===== src/rtl/mem_arbiter_pkg.sv =====
// ----------------------------------------------------------------------------
// mem_arbiter_pkg
//   Shared definitions for the two-port memory arbiter:
//     - FSM state encodings (IDLE, WRITE, READ, RESP)
//     - maximum supported read latency and latency counter width
//     - helper used by the elaboration-time latency range check
// ----------------------------------------------------------------------------
package mem_arbiter_pkg;

  // FSM state encodings
  localparam logic [1:0] IDLE  = 2'd0;
  localparam logic [1:0] WRITE = 2'd1;
  localparam logic [1:0] READ  = 2'd2;
  localparam logic [1:0] RESP  = 2'd3;

  // Read latency limits; the counter must be able to hold MEM_ARB_MAX_LAT
  localparam int unsigned MEM_ARB_MAX_LAT = 7;
  localparam int unsigned LAT_CNT_W       = 3;

  function automatic logic lat_in_range(input int unsigned lat);
    return (lat >= 1) && (lat <= MEM_ARB_MAX_LAT);
  endfunction

endpackage


===== src/rtl/mem_arbiter_rr_arb2.sv =====
// ----------------------------------------------------------------------------
// mem_arbiter_rr_arb2 (rr_arb2)
//   Purely combinational 2-way picker. The last-winner register is owned by
//   the caller so this block has no state.
//
// Ports
//   i_req[1:0]   request per port
//   i_last_win   port that won the previous grant
//   i_fixed      1 = port 0 always wins a tie, 0 = alternate on ties
//   o_gnt[1:0]   one-hot grant (all zero when nobody requests)
//   o_win        index of the selected port
// ----------------------------------------------------------------------------
module mem_arbiter_rr_arb2 (
  input  logic [1:0] i_req,
  input  logic       i_last_win,
  input  logic       i_fixed,
  output logic [1:0] o_gnt,
  output logic       o_win
);

  logic w_win;

  always_comb begin
    // A single requester always wins; only a tie consults the policy.
    if (&i_req) begin
      w_win = i_fixed ? 1'b0 : ~i_last_win;
    end else begin
      w_win = i_req[1];
    end

    o_gnt = 2'b00;
    if (|i_req) begin
      o_gnt = w_win ? 2'b10 : 2'b01;
    end
    o_win = w_win;
  end

endmodule


===== src/rtl/mem_arbiter.sv =====
// ----------------------------------------------------------------------------
// mem_arbiter
//   Shares one unified instruction/data memory between port 0 (mips core)
//   and port 1 (loader/debug DMA). One single-word transaction is granted at
//   a time and sequenced into a memory with a fixed read latency. Read data
//   is registered and returned to the winning port with a one-cycle valid.
//
// Parameters
//   WIDTH       address/data width
//   RD_LAT      cycles from mem_re to valid mem_rdata (1..7)
//   PRIO_FIXED  0 = round-robin on contention, 1 = port 0 always wins
//
// Ports
//   i_clk, i_reset          clock; asynchronous active-low reset
//   i_mN_req/we/adr/wdata   port N command, held stable until o_mN_gnt
//   o_mN_gnt                port N grant pulse (command captured at this edge)
//   o_mN_rvalid             port N read data valid pulse
//   o_rdata                 registered read data shared by both ports
//   o_mem_adr/o_mem_wdata   registered memory address / write data
//   o_mem_we/o_mem_re       one-cycle memory write / read strobes
//   i_mem_rdata             memory read data, valid RD_LAT cycles after mem_re
//   o_busy                  high whenever a transaction is in flight
// ----------------------------------------------------------------------------
module mem_arbiter
  import mem_arbiter_pkg::*;
#(
  parameter int unsigned WIDTH      = 32,
  parameter int unsigned RD_LAT     = 1,
  parameter int unsigned PRIO_FIXED = 0
) (
  input  logic             i_clk,
  input  logic             i_reset,
  // port 0
  input  logic             i_m0_req,
  input  logic             i_m0_we,
  input  logic [WIDTH-1:0] i_m0_adr,
  input  logic [WIDTH-1:0] i_m0_wdata,
  output logic             o_m0_gnt,
  output logic             o_m0_rvalid,
  // port 1
  input  logic             i_m1_req,
  input  logic             i_m1_we,
  input  logic [WIDTH-1:0] i_m1_adr,
  input  logic [WIDTH-1:0] i_m1_wdata,
  output logic             o_m1_gnt,
  output logic             o_m1_rvalid,
  // shared read data
  output logic [WIDTH-1:0] o_rdata,
  // memory side
  output logic [WIDTH-1:0] o_mem_adr,
  output logic [WIDTH-1:0] o_mem_wdata,
  output logic             o_mem_we,
  output logic             o_mem_re,
  input  logic [WIDTH-1:0] i_mem_rdata,
  output logic             o_busy
);

  // Elaboration-time guard on the latency counter range
  if (!lat_in_range(RD_LAT)) begin : g_bad_rd_lat
    $error("mem_arbiter: RD_LAT must be in 1..%0d", MEM_ARB_MAX_LAT);
  end

  localparam logic [LAT_CNT_W-1:0] LAT_END = LAT_CNT_W'(RD_LAT);

  // --------------------------------------------------------------------------
  // State
  // --------------------------------------------------------------------------
  logic [1:0]           r_state;
  logic [1:0]           w_state_d;
  logic                 r_last_win;
  logic                 r_win;
  logic [LAT_CNT_W-1:0] r_lat_cnt;
  logic [WIDTH-1:0]     r_rdata;
  logic [WIDTH-1:0]     r_mem_adr;
  logic [WIDTH-1:0]     r_mem_wdata;

  // --------------------------------------------------------------------------
  // Arbitration
  // --------------------------------------------------------------------------
  logic [1:0]       w_arb_gnt;
  logic             w_arb_win;
  logic             w_idle;
  logic             w_take;
  logic             w_sel_we;
  logic [WIDTH-1:0] w_sel_adr;
  logic [WIDTH-1:0] w_sel_wdata;
  logic             w_in_read;
  logic             w_lat_done;

  mem_arbiter_rr_arb2 u_rr_arb2 (
    .i_req      ({i_m1_req, i_m0_req}),
    .i_last_win (r_last_win),
    .i_fixed    (PRIO_FIXED != 0),
    .o_gnt      (w_arb_gnt),
    .o_win      (w_arb_win)
  );

  assign w_idle = (r_state == IDLE);
  // Grants only exist in IDLE, so a transaction can never be re-granted while
  // it is still being sequenced.
  assign w_take = w_idle && (|w_arb_gnt);

  assign w_sel_we    = w_arb_win ? i_m1_we    : i_m0_we;
  assign w_sel_adr   = w_arb_win ? i_m1_adr   : i_m0_adr;
  assign w_sel_wdata = w_arb_win ? i_m1_wdata : i_m0_wdata;

  // lat_cnt is 0 in the mem_re cycle, then counts 1..RD_LAT; the data is
  // captured in the cycle where it reaches RD_LAT.
  assign w_in_read  = (r_state == READ);
  assign w_lat_done = (r_lat_cnt == LAT_END);

  // --------------------------------------------------------------------------
  // Next-state logic
  // --------------------------------------------------------------------------
  always_comb begin
    w_state_d = r_state;
    unique case (r_state)
      IDLE: begin
        if (w_take) begin
          w_state_d = w_sel_we ? WRITE : READ;
        end
      end
      WRITE: w_state_d = IDLE;
      READ: begin
        if (w_lat_done) begin
          w_state_d = RESP;
        end
      end
      RESP:    w_state_d = IDLE;
      default: w_state_d = IDLE;
    endcase
  end

  // --------------------------------------------------------------------------
  // Registers
  // --------------------------------------------------------------------------
  always_ff @(posedge i_clk or negedge i_reset) begin
    if (!i_reset) begin
      r_state     <= IDLE;
      r_last_win  <= 1'b1;  // port 0 wins the first tie after reset
      r_win       <= 1'b0;
      r_lat_cnt   <= '0;
      r_rdata     <= '0;
      r_mem_adr   <= '0;
      r_mem_wdata <= '0;
    end else begin
      r_state <= w_state_d;

      if (w_take) begin
        r_win       <= w_arb_win;
        r_last_win  <= w_arb_win;
        r_mem_adr   <= w_sel_adr;
        r_mem_wdata <= w_sel_wdata;
        r_lat_cnt   <= '0;
      end else if (w_in_read && !w_lat_done) begin
        r_lat_cnt <= r_lat_cnt + LAT_CNT_W'(1);
      end

      if (w_in_read && w_lat_done) begin
        r_rdata <= i_mem_rdata;
      end
    end
  end

  // --------------------------------------------------------------------------
  // Outputs
  // --------------------------------------------------------------------------
  assign o_m0_gnt    = w_idle && w_arb_gnt[0];
  assign o_m1_gnt    = w_idle && w_arb_gnt[1];
  assign o_m0_rvalid = (r_state == RESP) && !r_win;
  assign o_m1_rvalid = (r_state == RESP) && r_win;

  assign o_rdata     = r_rdata;
  assign o_mem_adr   = r_mem_adr;
  assign o_mem_wdata = r_mem_wdata;
  assign o_mem_we    = (r_state == WRITE);
  // Strobe only in the first READ cycle
  assign o_mem_re    = w_in_read && (r_lat_cnt == '0);
  assign o_busy      = !w_idle;

endmodule

===== config.mk =====
export PLATFORM = sky130hd
export DESIGN_NAME = mem_arbiter
export DESIGN_NICKNAME = d
export VERILOG_FILES = /design/src/rtl/mem_arbiter_pkg.sv /design/src/rtl/mem_arbiter_rr_arb2.sv /design/src/rtl/mem_arbiter.sv
export SDC_FILE = /design/constraint.sdc
export NUM_CORES = 1
export LEC_CHECK = 0
export ABC_AREA = 1
export CAP_MARGIN = 40
export CORE_MARGIN = 2
export CORE_UTILIZATION = 25
export DETAILED_ROUTE_END_ITERATION = 10
export DONT_BUFFER_PORTS = 1
export HOLD_SLACK_MARGIN = 0.12
export PLACE_DENSITY_LB_ADDON = 0.1
export SLEW_MARGIN = 15
export SYNTH_ARGS = -nofsm -noshare
export SYNTH_HDL_FRONTEND = slang
export SYNTH_HIERARCHICAL = 1
export SYNTH_SLANG_ARGS = --single-unit
export TNS_END_PERCENT = 50

===== constraint.sdc =====
create_clock -name i_clk -period 1.9 [get_ports i_clk]
set_clock_uncertainty 0.2 [all_clocks]
set_input_delay 0.285 -clock i_clk [delete_from_list [all_inputs] [get_ports i_clk]]
set_output_delay 0.285 -clock i_clk [all_outputs]
set_load 0.005 [all_outputs]

* Yosys cells after proc, flatten, opt, wreduce, memory -nomap -nowiden
Cells that the tools add are included.
** Storage, ports and cells
- Logic and storage cells :: 46
- Flip-flop bits (word level) :: 103
** Operators by class
- Muxes and demuxes :: 12
- Equality and inequality tests :: 6
- Bitwise logic cells :: 1
- Reduce and logical (&&, ||, !) cells :: 19
- Add/subtract/negate cells :: 1
** Operator list (count)
- $mux 32 :: 2
- $mux 2 :: 5
- $logic_and 1x1->1 :: 8
- $mux 3 :: 2
- $pmux 2 s3 :: 1
- $reduce_or 2->1 :: 3
- $eq 2x2->1 const B :: 2
- $ne 2x1->1 const B :: 2
- $reduce_and 2->1 :: 2
- $add 3x1->3 const B :: 1
- $eq 3x1->1 const B :: 1
- $logic_not 1->1 :: 3
- $logic_not 3->1 :: 1
- $eq 2x1->1 const B :: 1
- $logic_not 2->1 :: 1
- $mux 1 :: 2
- $reduce_bool 2->1 :: 1
- $not 1->1 :: 1

* Longest topological paths before layout
- Word-level depth :: 8
- Mapped depth :: 10

* Modules after synthesis
The synthesis kept the hierarchy.
** Modules (own cells, without submodules)
- mem_arbiter :: instances 1, area an instance 4889.7 µm², cells each 677, seq. area each 2578.7 µm²
- mem_arbiter_rr_arb2 :: instances 1, area an instance 30.0 µm², cells each 7, seq. area each 0.0 µm²

* Worst setup path before layout
OpenSTA, ideal clock, no wires.
- Path type :: register to register
- Start point :: register r_last_win
- End point :: register r_lat_cnt[0]
- Setup slack :: 0.311 ns
- Buffers on the path :: 2
- Stages on the path, launching flop included :: 10
- Clock period less this slack :: 1.589 ns
- Data arrival time :: 1.272 ns
- Setup time :: 0.117 ns
- Path through :: dfstp_2 -> nor2_2 -> a21oi_1 -> inv_1 -> nand2_1 -> nand2_1 -> buf_4 -> buf_4 -> nand3_1 -> nand2_1
** On the way
- Longest elaborated chain between the ends :: 7
- Elaborated cells between the ends (all ways) :: 8
** Ends and longest elaborated chain
- start, declared :: line mem_arbiter.sv:70 : logic r_last_win;
- start signal, assigned :: line mem_arbiter.sv:151 : r_last_win <= w_arb_win;
- $not 1->1 (*) :: line mem_arbiter_rr_arb2.sv:26 : w_win = i_fixed ? 1'b0 : ~i_last_win;
- $mux 1 (*) :: line mem_arbiter_rr_arb2.sv:25 : if (&i_req) begin
- $mux 2 (*) :: line mem_arbiter_rr_arb2.sv:33 : o_gnt = w_win ? 2'b10 : 2'b01;
- $mux 2 (*) :: line mem_arbiter_rr_arb2.sv:32 : if (|i_req) begin
- via w_arb_gnt[0] :: line mem_arbiter.sv:80 : logic [1:0] w_arb_gnt;
- $reduce_or 2->1 (*) :: line mem_arbiter.sv:101 : assign w_take = w_idle && (|w_arb_gnt);
- $logic_and 1x1->1 (*) :: line mem_arbiter.sv:101
- $mux 3 or $reduce_bool 2->1 (tied branches)
- end signal, assigned :: line mem_arbiter.sv:156 : r_lat_cnt <= r_lat_cnt + LAT_CNT_W'(1);
- end, declared :: line mem_arbiter.sv:72 : logic [LAT_CNT_W-1:0] r_lat_cnt;
The timed path passes the listed nets; every way through them passes the cells marked *.
A chain may end at the register's enable or synchronous reset.

* Final worst setup path
- Start point :: register r_state[0]
- End point :: output o_m0_gnt
** On the way
- Longest elaborated chain between the ends :: 2
** Ends and longest elaborated chain
- start, declared :: line mem_arbiter.sv:68 : logic [1:0] r_state;
- start signal, assigned :: line mem_arbiter.sv:147 : r_state <= w_state_d;
- $logic_not 2->1 :: line mem_arbiter.sv:98 : assign w_idle = (r_state == IDLE);
- $logic_and 1x1->1 :: line mem_arbiter.sv:168 : assign o_m0_gnt = w_idle && w_arb_gnt[0];
- end, declared :: line mem_arbiter.sv:38 : output logic o_m0_gnt,
Every way passes these cells.

==> flow_summary.toml <==
[cells_and_area]
instances_no_fill = 1104
drive_gt1_share_pct = 4.65
syn_to_final_growth_pct = 45.8
fin_nets = 1003
layout_common_cells = "nand2_1, dlygate4sd3_1, dfrtp_1, nand3_1, clkbuf_16"
antenna_cells = 0
final_common_cell = "nand2_1"

[hold_path]
hold_class = "in -> async"

[clocking]
clk_path_buf_depth = 2
cts_htree_levels = 3
clock_latency_ns = 0.34
root_buffer = "clkbuf_16"
cts_buffers = 9
cts_tree = "yes"
clk_pin_slew_ns = 0.08
cts_sinks = 103
hold_buffers = 162
post_cts_buffers = 0

[status]
violations = "hold timing"
status = "complete, but fails checks"

[grt]
grt_max_degree = 104
grtUsageTotal_pct = 15.3
grt_pass1_vias = 4932
grt_pass1_wl_mm = 24.7
antenna_found_initial = 0
grt_overflow = 0

[timing]
rsz0062_at_grt = "yes"
fin_setup_tns_ns = 0
fmax_mhz = 547
period_minus_slack_ns = 1.83
slew_violations = 0
finalHoldViolations = 103
hold_ws_ns = -0.577
period_share_pct = 96.2
fin_ws_ns = 0.0716
finalSetupViolations = 0

[worst_setup_path]
arrival_ns = 1.34
start_kind = "register"
slowest_delay_ns = 0.44
cp-end-kind = "output port"
cp_data_required_time_ns = 1.41
crit_slowest_cell = "dfrtp_1"
worstReg2RegEnd = "o_mem_wdata[31]"
worstRegToRegCells = 10
worst-setup-path-type = "reg -> out"
path_cells = "inv_1 > nand2_1 > nor2_2"
ff2ff_setup_slack_ns = 0.13
cp_max_fo = 5
reg2reg_from = "r_last_win"

[floorplanning]
die_h_um = 144
core_um2 = 19400
dieArea_um2 = 20800
die_w_um = 144
start_util_pct = 25.4
ioPinCount = 269
rows = 51

[placement]
dp_slack_ns = 0.0801
globalplace.congestion = 0.765
hpwl_mm = 10.1
place_inst = 925
port_buffers = 0

[routing]
vias_per_cell = 4.47
dr.pass1.iters = 4
routedWlPerCell_um = 15.3
routed_wirelength_mm = 16.9
vias = 4939
antenna_left = 0
detail_route.iter0.violations = 204
drc = 0

[synth]
yosys.cell_types.count = 20
synth_area_per_cell_um2 = 7.19
syn_nets = 853
postSynthCellCount = 684
synth.area.top_cells = "dfrtp_1, nand2_1, nand3_1"
ys_seq_area_share_pct = 52.4
netlist_area_um2 = 4920
yosysWarnings = 6
ys_seq_elements = 103
synth_top_area_share_pct = 51.9
yosysTopAreaCell = "dfrtp_1"

[power]
vdd_ir_drop_max_mv = 0.509
power.density_nw_per_um2 = 1300
cellLeakagePower_nw = 3.77
power_mw = 9.29

[run]
maxCapViolCount = 0
-- report_power, final --
group / total [mW] / switching, mW / internal [mW]
registers: 4.20 / 0.953 / 3.25
clock network: 1.92 / 0.883 / 1.04
logic: 3.17 / 1.95 / 1.22
total: 9.29 / 3.79 / 5.51
-- final cells by class --
cell class | instances | area, µm²
fill | 2004 | 12200
sequential | 103 | 2580
multi-input combinational | 532 | 2110
timing repair buffer | 176 | 1810
tap | 265 | 332
clock buffer | 11 | 233
clock inverter | 5 | 65.1
inverter | 12 | 47.5
-- worst max-delay path: cells and delay by family (launching register included) --
family | cells | cell delay [ns]
buffers and inverters | 1 | 0.15
flip-flops | 1 | 0.44
AND/OR/NAND/NOR | 2 | 0.41
-- timing repair --
item,in CTS,in global routing
endpoints found under the hold margin,201,103
gates cloned,0,1
gates resized for setup,1,3
endpoints found under the setup margin,1,75
-- registers in the layout, indices dropped and copies added (netlist names) --
signal / flops
r_lat_cnt: 3
r_state: 2
o_mem_adr: 32
o_mem_wdata: 32
r_last_win: 1
o_rdata: 32
r_win: 1
-- worst max path at each step --
| stage | start | endpoint | cells after the start |
|---|---|---|---|
| 6_report | r_state[0] | o_m0_gnt | 3 |
| 4_1_cts | r_state[0] | o_m0_gnt | 3 |
| 5_1_grt | r_state[0] | o_m0_rvalid | 2 |
| 3_3_place_gp | r_last_win | o_mem_wdata[23] | 9 |
| 3_5_place_dp | r_last_win | o_mem_wdata[27] | 9 |
| 2_1_floorplan | r_last_win | r_lat_cnt[0] | 9 |
-- Yosys cell counts, drive strengths merged --
cell type,n
a21oi,2
nand2,470
dfrtp,102
buf,33
nand3,38
and3,1
inv,12
clkbuf,4
nor3,1
nor2,13
dfstp,1
conb,1
ha,3
o21ai,3
-- through the flow --
step | cell area [µm²] | utilization (%)
after floorplan | 4920 | -
after global placement | 5220 | 26.9
after detailed placement | 5220 | 26.9
after CTS | 7140 | 36.8
after global routing | 7170 | 37.0
final | 7170 | 37.0
-- routing by layer --
metal,part of all wire (%),GRT usage (%)
met5,0,0
met1,41,17.7
met3,8.3,4.47
met2,48,26.6
met4,2.4,5.93
-- cells by family (layout without fill, tap and decap cells) --
kind of cell	after synthesis	count (layout)	synth area share (%)
AND/OR/NAND/NOR	523	523	41.3
flip-flops	103	103	52.4
buffers and inverters	49	204	4.98
AO/OA/AOI/OAI	5	5	0.509
adder cells (fa/ha/maj)	3	3	0.763
other	1	1	0.0762
No activity file was read; power rests on OpenSTA's default activity.
==> patch, RTL diff (config.mk and constraints unchanged) <==
`LAT_CNT_W`: 3 -> 2.
--- a/src/rtl/mem_arbiter_pkg.sv
+++ b/src/rtl/mem_arbiter_pkg.sv
@@ -15,7 +15,7 @@
 
   // Read latency limits; the counter must be able to hold MEM_ARB_MAX_LAT
   localparam int unsigned MEM_ARB_MAX_LAT = 7;
-  localparam int unsigned LAT_CNT_W       = 3;
+  localparam int unsigned LAT_CNT_W       = 2;
 
   function automatic logic lat_in_range(input int unsigned lat);
     return (lat >= 1) && (lat <= MEM_ARB_MAX_LAT);
Check against the original RTL: same outputs for any inputs over 10 cycles, from zero or initial values and one cycle with i_reset low; that may be too few to reach the edited logic, so the function may still have changed.
==> patch against the unedited design <==
The flow still finishes with violations (hold timing). Critical path depth unchanged. Final cell count is 1.4% lower. Clock power is 11% lower. Power down 6.4%. Synthesized area fell by 0.76%. Worst setup slack improved by 0.011 ns. First-iteration DRC count rose by 1.5%. Sequential cell count fell by 1. Design area is 1.7% lower. Critical endpoint is now o_m1_gnt. Wire length fell by 11%.
==> patch: results (changes against the unedited design) <==
<table>
<tr><th>Metric</th><th>Value</th></tr>
<tr><th colspan="2">Logic synthesis</th></tr>
<tr><td>Most common library cells after synthesis</td><td>430 x sky130_fd_sc_hd__nand2_1, 101 x sky130_fd_sc_hd__dfrtp_1, 39 x sky130_fd_sc_hd__inv_1, 34 x sky130_fd_sc_hd__o21ai_1, 17 x sky130_fd_sc_hd__buf_2 (was 469 x sky130_fd_sc_hd__nand2_1, 102 x sky130_fd_sc_hd__dfrtp_1, 38 x sky130_fd_sc_hd__nand3_1, 25 x sky130_fd_sc_hd__buf_2)</td></tr>
<tr><td>Total nets after synthesis</td><td>835 (was 853)</td></tr>
<tr><td>Cell variety after synth</td><td>23 (was 20)</td></tr>
<tr><td>Top area cells in the synthesized netlist</td><td>sky130_fd_sc_hd__dfrtp_1 52%, sky130_fd_sc_hd__nand2_1 33%, sky130_fd_sc_hd__o21ai_1 3.5% (was sky130_fd_sc_hd__dfrtp_1 52%, sky130_fd_sc_hd__nand2_1 36%, sky130_fd_sc_hd__nand3_1 3.9%)</td></tr>
<tr><td>Compound-cell area share of the yosys netlist</td><td>3.69% (was 0.509%)</td></tr>
<tr><th colspan="2">Timing</th></tr>
<tr><td>Final-layout worst hold slack</td><td>-0.566 ns (was -0.577 ns)</td></tr>
<tr><td>Hold violation count in the final report</td><td>102 (was 103)</td></tr>
<tr><th colspan="2">GRT</th></tr>
<tr><td>Number of global-route vias before repair</td><td>4524 (was 4932)</td></tr>
<tr><td>Pin count of the biggest net entering global routing</td><td>103 (was 104)</td></tr>
<tr><td>First-pass GRT wire length</td><td>22.8 mm (was 24.7 mm)</td></tr>
<tr><th colspan="2">Critical path</th></tr>
<tr><td>Crit path largest cell delay</td><td>0.49 ns (was 0.44 ns)</td></tr>
<tr><td>Maximum fanout along the worst path</td><td>10 (was 5)</td></tr>
<tr><th colspan="2">Power and ir drop</th></tr>
<tr><td>Leakage</td><td>3.72 nW (was 3.77 nW)</td></tr>
<tr><th colspan="2">Place</th></tr>
<tr><td>Placer Congestion</td><td>0.755 (was 0.765)</td></tr>
<tr><td>Post-Place Setup Slack</td><td>0.217 ns (was 0.0801 ns)</td></tr>
<tr><td>Total placed instance area</td><td>5140 um^2 (was 5220 um^2)</td></tr>
<tr><th colspan="2">Outcome</th></tr>
<tr><td>Violated checks</td><td>hold timing (unchanged)</td></tr>
<tr><td>Run status</td><td>complete, but fails checks (unchanged)</td></tr>
<tr><th colspan="2">Final layout</th></tr>
<tr><td>Number of filler instances in the final layout</td><td>1952 (was 2004)</td></tr>
<tr><th colspan="2">Detailed routing</th></tr>
<tr><td>Drt first-iter violations</td><td>207 (was 204)</td></tr>
</table>
-- patch: cell types whose count changed in the layout (fill, tap and decap cells not counted), moves of 2 or more --
cell,unedited run,this run
sky130_fd_sc_hd__nand2_1,467,429
sky130_fd_sc_hd__nand3_1,38,4
sky130_fd_sc_hd__o21ai_1,2,34
sky130_fd_sc_hd__inv_1,9,39
sky130_fd_sc_hd__nor2_1,9,5
sky130_fd_sc_hd__clkinv_2,0,3
sky130_fd_sc_hd__clkinvlp_4,0,2
sky130_fd_sc_hd__dfrtp_1,102,100
sky130_fd_sc_hd__nand4_1,0,2
sky130_fd_sc_hd__nor2_2,3,1
-- patch: area by class of cell --
cell class | instances | share of cell area (%)
clock buffers | 10 | 3.25
clock inverters | 6 | 0.550
inverters | 43 | 2.36
multi-input cells | 488 | 27.7
flip-flops and latches | 102 | 36.2
well taps | 265 | 4.70
repair buffers | 174 | 25.2
-- patch: cells by family (layout without fill, tap and decap cells) --
group	Yosys count	count (layout)
buffers and inverters	77	233
AND/OR/NAND/NOR	449	449
other	1	1
adder cells (fa/ha/maj)	2	2
AO/OA/AOI/OAI	36	36
flip-flops	102	102
-- patch: through the flow --
stage / cells / hold WS, ns
floorplan: 667 / -0.211
global placement: 909 / -0.206
detailed placement: 909 / -0.206
CTS: 1088 / -0.592
global route: 1088 / -0.598
finish: 1088 / -0.566
-- patch: timing repair --
| action | 4_1_cts | 5_1_grt |
|---|---|---|
| endpoints found under the setup margin | 1 | 1 |
| pin swaps | 0 | 0 |
| gates resized for setup | 1 | 2 |
| endpoints found under the hold margin | 200 | 102 |
-- patch: report_power, final --
group          internal, mW  leakage [nW]  total, mW  switching, mW
combinational          1.17          2.33       2.83           1.66
sequential             3.23          1.26       4.16          0.935
clock                 0.885         0.128       1.71          0.824
total                  5.28          3.72       8.70           3.42
-- patch: layer usage --
layer  vias to the layer above  GRT usage [%]  wire length (um)
li1                       2293              -                 -
met1                      2096           16.8              6330
met2                       213           23.6              7090
met3                        19           4.67              1310
met4                         0           5.06               290
met5                         -              0                 0
-- patch: path summary, 6_finish.rpt --
path                            start         endpoint  slack, ns
hold reg to reg            r_last_win       r_last_win       0.29
setup reg to reg           r_last_win  o_mem_wdata[11]       0.19
max in group asynchronous     i_reset       r_last_win       1.88
min in group i_clk           i_m1_req            r_win       0.14
hold / removal                i_reset       o_rdata[9]      -0.57
setup / recovery           r_state[1]         o_m1_gnt       0.08
